**src/rtl/iir_pkg.sv**
```systemverilog
// Shared definitions for the IIR filter Wishbone master and slave:
// register map, default data width and the master FSM state encoding.
package iir_pkg;

   localparam int         IIR_DATA_WIDTH = 32;
   localparam logic [5:0] IIR_ADDR_X     = 6'h00;
   localparam logic [5:0] IIR_ADDR_Y     = 6'h04;

   typedef enum logic [2:0] {
      ST_IDLE   = 3'd0,
      ST_WR     = 3'd1,
      ST_SETTLE = 3'd2,
      ST_RD     = 3'd3,
      ST_OUT    = 3'd4
   } wbm_state_e;

endpackage

```
**src/rtl/iir_wb_master.sv**
```systemverilog
// Wishbone master feeding the IIR filter register interface from a sample
// stream: write sample to X, wait SETTLE_CYCLES, read Y, present result.
// Optional ack watchdog enabled by defining IIR_WBM_TIMEOUT_EN.
module iir_wb_master
   import iir_pkg::*;
#(
   parameter int                      DATA_WIDTH     = IIR_DATA_WIDTH,
   parameter int                      ADDR_WIDTH     = 6,
   parameter logic [ADDR_WIDTH-1:0]   ADDR_X         = ADDR_WIDTH'(IIR_ADDR_X),
   parameter logic [ADDR_WIDTH-1:0]   ADDR_Y         = ADDR_WIDTH'(IIR_ADDR_Y),
   parameter int                      SETTLE_CYCLES  = 4,
   parameter int                      TIMEOUT_CYCLES = 64
) (
   input  logic                  clk,
   input  logic                  rst_n,
   input  logic [DATA_WIDTH-1:0] in_data,
   input  logic                  in_valid,
   output logic                  in_ready,
   output logic [DATA_WIDTH-1:0] out_data,
   output logic                  out_valid,
   input  logic                  out_ready,
   output logic [ADDR_WIDTH-1:0] wb_adr_o,
   output logic [DATA_WIDTH-1:0] wb_dat_o,
   input  logic [DATA_WIDTH-1:0] wb_dat_i,
   output logic                  wb_we_o,
   output logic                  wb_stb_o,
   output logic                  wb_cyc_o,
   input  logic                  wb_ack_i,
   output logic                  err_o,
   output logic [15:0]           sample_cnt_o
);

   localparam int SW = (SETTLE_CYCLES > 0) ? $clog2(SETTLE_CYCLES + 1) : 1;

   wbm_state_e            state_q, state_d;
   logic [ADDR_WIDTH-1:0] adr_q, adr_d;
   logic [DATA_WIDTH-1:0] dat_q, dat_d;
   logic                  we_q, we_d;
   logic                  cyc_q, cyc_d;
   logic [DATA_WIDTH-1:0] out_data_q, out_data_d;
   logic                  out_valid_q, out_valid_d;
   logic                  in_ready_q, in_ready_d;
   logic [15:0]           cnt_q, cnt_d;
   logic [SW-1:0]         settle_q, settle_d;
   logic                  timeout_hit;

`ifdef IIR_WBM_TIMEOUT_EN
   localparam int TW = $clog2(TIMEOUT_CYCLES + 1);

   logic [TW-1:0] tmo_q;
   logic          err_q;

   assign timeout_hit = ((state_q == ST_WR) || (state_q == ST_RD)) && !wb_ack_i &&
                        (tmo_q == TW'(TIMEOUT_CYCLES - 1));

   // Ack watchdog: counts cycles spent in WR/RD, restarting on every state change
   always_ff @(posedge clk or negedge rst_n) begin
      if (!rst_n) begin
         tmo_q <= '0;
         err_q <= 1'b0;
      end else begin
         if (state_d != state_q)
            tmo_q <= '0;
         else if ((state_q == ST_WR) || (state_q == ST_RD))
            tmo_q <= tmo_q + TW'(1);
         if (timeout_hit)
            err_q <= 1'b1;
      end
   end

   assign err_o = err_q;
`else
   logic unused_tmo_cfg;

   assign unused_tmo_cfg = (TIMEOUT_CYCLES == 0);
   assign timeout_hit    = 1'b0;
   assign err_o          = 1'b0;
`endif

   // Next-state and bus/stream register updates
   always_comb begin
      state_d     = state_q;
      adr_d       = adr_q;
      dat_d       = dat_q;
      we_d        = we_q;
      cyc_d       = cyc_q;
      out_data_d  = out_data_q;
      out_valid_d = out_valid_q;
      cnt_d       = cnt_q;
      settle_d    = settle_q;
      unique case (state_q)
         ST_IDLE: begin
            if (in_valid) begin
               dat_d   = in_data;
               adr_d   = ADDR_X;
               we_d    = 1'b1;
               cyc_d   = 1'b1;
               state_d = ST_WR;
            end
         end
         ST_WR: begin
            if (wb_ack_i) begin
               we_d = 1'b0;
               // With no settle time the read strobe follows the write ack directly
               if (SETTLE_CYCLES == 0) begin
                  adr_d   = ADDR_Y;
                  cyc_d   = 1'b1;
                  state_d = ST_RD;
               end else begin
                  cyc_d    = 1'b0;
                  settle_d = SW'(SETTLE_CYCLES);
                  state_d  = ST_SETTLE;
               end
            end else if (timeout_hit) begin
               cyc_d   = 1'b0;
               we_d    = 1'b0;
               state_d = ST_IDLE;
            end
         end
         ST_SETTLE: begin
            if (settle_q <= SW'(1)) begin
               adr_d   = ADDR_Y;
               we_d    = 1'b0;
               cyc_d   = 1'b1;
               state_d = ST_RD;
            end else begin
               settle_d = settle_q - SW'(1);
            end
         end
         ST_RD: begin
            if (wb_ack_i) begin
               out_data_d  = wb_dat_i;
               out_valid_d = 1'b1;
               cyc_d       = 1'b0;
               state_d     = ST_OUT;
            end else if (timeout_hit) begin
               cyc_d   = 1'b0;
               state_d = ST_IDLE;
            end
         end
         ST_OUT: begin
            if (out_ready) begin
               out_valid_d = 1'b0;
               cnt_d       = cnt_q + 16'd1;
               state_d     = ST_IDLE;
            end
         end
         default: begin
            cyc_d   = 1'b0;
            we_d    = 1'b0;
            state_d = ST_IDLE;
         end
      endcase
      in_ready_d = (state_d == ST_IDLE);
   end

   // State and registered outputs; reset aborts any bus cycle immediately
   always_ff @(posedge clk or negedge rst_n) begin
      if (!rst_n) begin
         state_q     <= ST_IDLE;
         adr_q       <= '0;
         dat_q       <= '0;
         we_q        <= 1'b0;
         cyc_q       <= 1'b0;
         out_data_q  <= '0;
         out_valid_q <= 1'b0;
         in_ready_q  <= 1'b0;
         cnt_q       <= '0;
         settle_q    <= '0;
      end else begin
         state_q     <= state_d;
         adr_q       <= adr_d;
         dat_q       <= dat_d;
         we_q        <= we_d;
         cyc_q       <= cyc_d;
         out_data_q  <= out_data_d;
         out_valid_q <= out_valid_d;
         in_ready_q  <= in_ready_d;
         cnt_q       <= cnt_d;
         settle_q    <= settle_d;
      end
   end

   assign wb_adr_o     = adr_q;
   assign wb_dat_o     = dat_q;
   assign wb_we_o      = we_q;
   assign wb_cyc_o     = cyc_q;
   assign wb_stb_o     = cyc_q;
   assign out_data     = out_data_q;
   assign out_valid    = out_valid_q;
   assign in_ready     = in_ready_q;
   assign sample_cnt_o = cnt_q;

endmodule

```
**config.mk**
```make
export PLATFORM = sky130hd
export DESIGN_NAME = iir_wb_master
export DESIGN_NICKNAME = d
export VERILOG_FILES = /design/src/rtl/iir_pkg.sv /design/src/rtl/iir_wb_master.sv
export SDC_FILE = /design/constraint.sdc
export NUM_CORES = 1
export LEC_CHECK = 0
export BUFFER_PORTS_ARGS = -buffer_cell sky130_fd_sc_hd__clkbuf_2
export CELL_PAD_IN_SITES_DETAIL_PLACEMENT = 0
export CELL_PAD_IN_SITES_GLOBAL_PLACEMENT = 1
export CORE_AREA = 2 2 103 105
export CTS_BUF_LIST = sky130_fd_sc_hd__clkbuf_8
export DETAILED_ROUTE_END_ITERATION = 8
export DIE_AREA = 0 0 105 107
export GPL_ROUTABILITY_DRIVEN = 0
export HOLD_SLACK_MARGIN = 0.06
export PLACE_DENSITY = 0.77
export SLEW_MARGIN = 20
export SYNTH_ARGS = -nofsm -noshare
export SYNTH_HDL_FRONTEND = slang
export SYNTH_SLANG_ARGS = --single-unit
```
**constraint.sdc**
```tcl
create_clock -name clk -period 1.8 [get_ports clk]
set_input_delay 0.36 -clock clk [delete_from_list [all_inputs] [get_ports clk]]
set_output_delay 0.36 -clock clk [all_outputs]
set_load 0.02 [all_outputs]
```
==> flow_summary_export.csv, run 1 <==
group,metric,value,unit
outcome,status,"finished clean",
finish,fin_cells,572,
clock_tree,clockBufferDepth,2,
finish,final_util,48.5,%
place,port_buffers,154,
timing,setup-tns-final,0,ns
finish,antenna_cells,0,
power,p_sw,3.29,mW
routing,wl_met1,3260,um
timing,rsz0062_at_grt,"false",
finish,fin_nets,504,
flow_run,drv_cap,0,
worst_setup_path,worst-setup-path-type,"flop to flop",
grt,grt_max_degree,33,
yosys,synth_warnings,0,
die,die_w,105,um
yosys,synth-main-ff-cell,"dfrtp_1",
yosys,synth_top_area_share,60.6,%
yosys,synth_edf_count,0,
power,internal-power,5.06,mW
routing,dr_wl_met3,587,um
timing,post-route-period-util,90.5,%
worst_setup_path,ff2ff_path_depth,4,
routing,drtPass1Iterations,4,
clock_tree,cts_tree,"yes",
worst_setup_path,cp-end-kind,"flop",
power,swShare,39.4,%
power,leakage,2.49,nW
routing,routed.top_layer,"met4",
min_path,holdPathStages,2,
worst_setup_path,r2r_slack,0.17,ns
yosys,netlist_area,0.00376,mm^2
clock_tree,cts_buffers,9,
min_path,min_path_type,"primary input to flop",
worst_setup_path,regToRegEndpoint,"wb_dat_o[29]$_DFFE_PN0P_",
grt,grt_pass1_wl,13200,um
worst_setup_path,required,2.04,ns
worst_setup_path,crit_path_top_delay_cell,"dfrtp_1",
die,io_pins,161,
worst_setup_path,critPathMaxFanout,32,
yosys,syn_inst,268,
routing,avgRoutedWirePerCell,13.9,um
clock_tree,root_buffer,"clkbuf_8",
worst_setup_path,r2r-start,"state_q[2]$_DFF_PN0_",
min_path,holdPathEnd,"out_data[20]$_DFFE_PN0P_",
grt,grt_antenna_before_repair,0,
routing,drtAntennaViolNets,0,
place,dp_hpwl,5910,um
worst_setup_path,critPathLaunchType,"flop",
die,fp.dieArea,0.0112,mm^2
timing,setup_violations,0,
finish,syn2layout_area_growth,30.3,%
clock_tree,path_clk_slew,0.09,ns
worst_setup_path,slowest_delay,0.39,ns
yosys,ys_seq_area_share,60.6,%
timing,skew,0.00700,ns
yosys,ys_async_sr_fraction,100,%
routing,num_vias,2621,
worst_setup_path,cp.arrival,1.86,ns
timing,period_needed,1.63,ns
power,powerDensity,1710,mW/mm^2
die,core_area,0.0101,mm^2
worst_setup_path,path_cells,"buf_4, nor4b_4, buf_12, mux2_2",
min_path,hp-start,"wb_dat_i[20]",
grt,grt_pass1_vias,2794,
yosys,synth.area.top_cells,"dfrtp_1 61%, mux2_2 19%, xnor2_1 2.8%",
timing,hold_viol_final,0,
clock_tree,ctsHtreeMaxLevel,3,
routing,drc_errors,0,
timing,fmax,0.614,GHz
power,ir_drop,712,uV
clock_tree,insertion_delay,0.35,ns
finish,layout-drive-gt1-share,57.8,%
yosys,ys_types,39,
routing,wirelength,7920,um
timing,slew_violations,0,
die,die_y,107,um
place,dp_cells,556,
power,combPwrFrac,45.3,%
routing,drtIter0Drc,57,
yosys,yosysTopAreaCell,"dfrtp_1",
routing,wl_met2,3950,um
power,p_clk_share,14.2,%
die,start_util,37.3,%
grt,overflow,0,
yosys,syn_avg_cell_area,14.0,um^2
die,num_rows,37,
routing,viasPerCell,4.58,
yosys,ys_seq_elements,91,
clock_tree,clock_sinks,91,
grt,grt_usage,14.8,%
power,p_seq_share,40.5,%
worst max path at each step:
stage | start | slack [ns] | cells past startpoint | end
after CTS | state_q[0]$_DFF_PN0_ | 0.13 | 4 | sample_cnt_o[15]$_DFFE_PN0P_
after detailed placement | out_ready | 0.07 | 5 | sample_cnt_o[15]$_DFFE_PN0P_
after global placement | out_ready | 0.14 | 5 | sample_cnt_o[15]$_DFFE_PN0P_
final | state_q[2]$_DFF_PN0_ | 0.17 | 4 | wb_dat_o[29]$_DFFE_PN0P_
after global routing | state_q[2]$_DFF_PN0_ | 0.005 | 5 | settle_q[2]$_DFFE_PN0P_
after floorplan | state_q[0]$_DFF_PN0_ | 0.18 | 7 | sample_cnt_o[15]$_DFFE_PN0P_
worst max-delay path, delay by kind of cell, from the launching register on:
family | cells | cell delay, ns
buffers and inverters | 2 | 0.42
flip-flops | 1 | 0.39
multiplexers | 1 | 0.36
AND/OR/NAND/NOR | 1 | 0.33
state kept, by name, summed over array words and instances, names as in the netlist:
signal,count
wb_dat_o,32
out_data,32
sample_cnt_o,16
wb_cyc_o,1
state_q,3
settle_q,3
wb_adr_o,1
out_valid,1
wb_we_o,1
in_ready,1
metrics by stage:
stage	worst slack, ns	hold WS [ns]	instance area [um^2]	total power [mW]
floorplan	0.175	0.0644	3780	5.94
global placement	0.137	0.339	4730	7.18
detailed placement	0.0719	0.330	4730	7.27
CTS	0.131	0.213	4900	8.49
global route	0.00485	0.216	4900	8.92
finish	0.171	0.231	4900	8.35
layer usage:
metal | vias up | GRT usage (%)
met5 | - | 0
met4 | 0 | 6.38
met3 | 15 | 4.74
met2 | 95 | 24.4
met1 | 1269 | 17.7
li1 | 1242 | -
power groups by stage:
stage / logic (mW) / registers, mW / clock network, mW
after floorplan: 1.56 / 4.38 / 0
after global placement: 3.78 / 3.39 / 0
after detailed placement: 3.84 / 3.43 / 0
after CTS: 3.84 / 3.40 / 1.25
after global routing: 4.08 / 3.51 / 1.32
final: 3.78 / 3.38 / 1.18
cells by family (layout without fill, tap and decap cells):
| family | after synthesis | in the layout | share of synthesized area [%] |
|---|---|---|---|
| simple gates | 49 | 49 | 7.69 |
| buf+inv | 25 | 188 | 3.86 |
| flops | 91 | 91 | 60.6 |
| fa+ha+maj | 3 | 3 | 0.998 |
| xor+xnor | 16 | 16 | 3.93 |
| mux | 67 | 67 | 20.0 |
| compound gates | 16 | 16 | 2.86 |
| other cells | 1 | 6 | 0.0997 |
timing repair:
| action | CTS | global route |
|---|---|---|
| setup endpoints to repair | 0 | 2 |
| hold buffers | 1 | 0 |
| resized for setup | 0 | 1 |
| buffers inserted | 0 | 0 |
| hold endpoints to repair | 29 | 0 |
cell usage after synthesis (2+ instances only):
library cell and instances:
and3_1 3, nand4_1 4, xor2_1 3, o31ai_1 2
nand2_1 17, ha_1 3, a21oi_1 4, inv_1 6
nand3_1 4, mux2i_1 2, o21ai_0 3, dfrtp_1 91
buf_4 9, nor2_2 2, xnor2_1 12, mux2_1 2
mux2_2 63, nor3_1 3, buf_2 8, nor2_1 8
cell type report:
type                       instances  area (um^2)
fill                             953         5190
sequential                        91         2280
multi-input combinational        157         1360
timing repair buffer             167          911
tap                              136          170
clock buffer                      10          138
clock inverter                     5         22.5
inverter                           6         22.5
cells in the final DEF, fill, tap and decap left out, types with 4 or more instances in the layout:
cell type / count
a21oi_1: 4
buf_4: 10
clkbuf_2: 153
clkbuf_8: 10
conb_1: 6
dfrtp_1: 91
inv_1: 8
mux2_2: 63
nand2_1: 17
nand3_1: 4
nand4_1: 4
nor2_1: 8
xnor2_1: 12
Power figures use the tool's default switching activity.
==> inputs of run 2 (changes only) <==
- BUFFER_PORTS_ARGS: -buffer_cell sky130_fd_sc_hd__clkbuf_2 -> -buffer_cell sky130_fd_sc_hd__buf_2
- CORE_AREA: 2 2 103 105 -> 3 3 104 106
- DIE_AREA: 0 0 105 107 -> 0 0 107 109
==> run 2 against run 1 <==
- global-route usage fell by 0.41 points
- count of clock-buffer cells in the layout did not move
- clock skew rose by 0.0017 ns
- worst setup slack got worse by 0.013 ns
- sequential power barely moved
- cell count fell by 0.87%
- non-clock buffer count fell by 3
- die area rose by 3.8%
- worst hold slack got worse by 0.0018 ns
- largest power group unchanged
==> flow_summary_export.csv, run 2 (same netlist as run 1, synthesis figures left out) <==
group,metric,value,unit
routing,viasPerCell,4.66,
finish,antenna_cells,0,
place,port_buffers,154,
clock_tree,root_buffer,"clkbuf_8",
place,dp_cells,550,
grt,grt_antenna_before_repair,0,
die,fp.dieArea,0.0117,mm^2
timing,skew,0.00867,ns
power,p_sw,3.34,mW
routing,drtAntennaViolNets,0,
clock_tree,ctsHtreeMaxLevel,3,
min_path,holdPathStages,2,
place,dp_hpwl,6160,um
finish,fin_nets,501,
routing,avgRoutedWirePerCell,14.4,um
worst_setup_path,worst-setup-path-type,"flop to flop",
flow_run,drv_cap,0,
power,internal-power,5.23,mW
grt,grt_pass1_wl,13200,um
timing,rsz0062_at_grt,"false",
finish,final_cell_mix,"153 x buf_2, 91 x dfrtp_1, 63 x mux2_2, 17 x nand2_1, 12 x xnor2_1",
clock_tree,cts_tree,"yes",
worst_setup_path,crit_path_top_delay_cell,"dfrtp_1",
finish,layout-drive-gt1-share,57.6,%
timing,slew_violations,0,
min_path,min_path_type,"primary input to flop",
worst_setup_path,critPathLaunchType,"flop",
grt,overflow,0,
grt,grt_pass1_vias,2667,
die,start_util,38.1,%
clock_tree,insertion_delay,0.35,ns
power,swShare,39.0,%
finish,fin_cells,567,
power,combPwrFrac,44.5,%
power,powerDensity,1740,mW/mm^2
worst_setup_path,required,2.03,ns
timing,period_needed,1.64,ns
routing,drtIter0Drc,72,
worst_setup_path,cp-end-kind,"flop",
worst_setup_path,ff2ff_path_depth,4,
clock_tree,clock_sinks,91,
die,die_y,109,um
worst_setup_path,path_cells,"buf_4, nor4b_4, buf_12, mux2_2",
worst_setup_path,cp.arrival,1.87,ns
power,p_clk_share,16.3,%
clock_tree,clockBufferDepth,2,
power,p_seq_share,39.2,%
power,p_total,8.56,mW
grt,grt_usage,14.4,%
power,leakage,2.47,nW
routing,drtPass1Iterations,4,
die,num_rows,36,
clock_tree,cts_buffers,9,
routing,wirelength,8150,um
power,ir_drop,803,uV
grt,grt_max_degree,47,
timing,fmax,0.609,GHz
timing,setup-tns-final,0,ns
timing,setup_violations,0,
routing,drc_errors,0,
timing,post-route-period-util,91.2,%
outcome,status,"finished clean",
worst_setup_path,critPathMaxFanout,32,
worst_setup_path,slowest_delay,0.39,ns
finish,mostFrequentLayoutCell,"buf_2",
routing,num_vias,2641,
clock_tree,path_clk_slew,0.09,ns
timing,hold_viol_final,0,
die,core_area,0.00986,mm^2
finish,syn2layout_area_growth,30.7,%
die,die_w,107,um
die,io_pins,161,
-- run 2: changes by cell type in the layout (fill, tap and decap cells not counted) --
cell,previous run,this run
bufinv_16,0,1
clkinv_2,3,0
buf_4,10,7
buf_2,0,153
and4_1,0,1
inv_1,8,7
and4_2,1,0
clkbuf_2,153,0
clkinvlp_4,0,3
inv_6,0,1
-- run 2: metrics by stage --
stage	cell area (um^2)	hold WS, ns	util [%]	setup WS [ns]
after floorplan	3780	0.0644	-	0.175
after global placement	4700	0.304	47.7	0.152
after detailed placement	4700	0.309	47.7	0.111
after CTS	4910	0.203	49.8	0.155
after global routing	4910	0.209	49.8	0.0248
final	4910	0.230	49.8	0.158
-- run 2: timing repair --
action | CTS | global route
gates resized for setup | 0 | 0
hold buffers | 1 | 0
endpoints found under the hold margin | 26 | 0
setup buffers | 0 | 0
-- run 2: worst paths after layout --
check,startpoint,end,slack (ns)
min in group asynchronous,rst_n,wb_adr_o[2]$_DFFE_PN0P_,0.47
hold / removal,in_data[23],wb_dat_o[23]$_DFFE_PN0P_,0.23
max in group asynchronous,rst_n,wb_dat_o[9]$_DFFE_PN0P_,0.74
hold reg to reg,sample_cnt_o[12]$_DFFE_PN0P_,sample_cnt_o[12]$_DFFE_PN0P_,0.49
setup reg to reg,state_q[2]$_DFF_PN0_,wb_dat_o[14]$_DFFE_PN0P_,0.16
setup / recovery,state_q[2]$_DFF_PN0_,wb_dat_o[14]$_DFFE_PN0P_,0.16
-- run 2: power groups by stage --
stage               Sequential [mW]  Combinational (mW)  Clock [mW]
global route                   3.48                4.11        1.53
finish                         3.36                3.81        1.39
CTS                            3.37                3.87        1.45
global placement               3.36                3.79           0
detailed placement             3.40                3.87           0
floorplan                      4.38                1.56           0
-- run 2: critical path: cells and delay by family, from the launching register on --
kind,cells,cell delay [ns]
and+or+nand+nor,1,0.34
DFF,1,0.39
buffers and inverters,2,0.43
muxes,1,0.36
-- run 2: per-layer routing --
layer / global-route usage (%) / wire length (um) / vias up
li1: - / - / 1242
met1: 17.6 / 3330 / 1299
met2: 23.6 / 4130 / 91
met3: 4.85 / 592 / 9
met4: 5.48 / 92 / 0
met5: 0 / 0 / -
-- run 2: final cells by class --
| class | count | area (um^2) |
|---|---|---|
| clock buffer | 10 | 138 |
| clock inverter | 6 | 65.1 |
| fill | 895 | 4950 |
| inverter | 6 | 22.5 |
| multi-input combinational | 157 | 1360 |
| sequential | 91 | 2280 |
| tap | 133 | 166 |
| timing repair buffer | 164 | 888 |
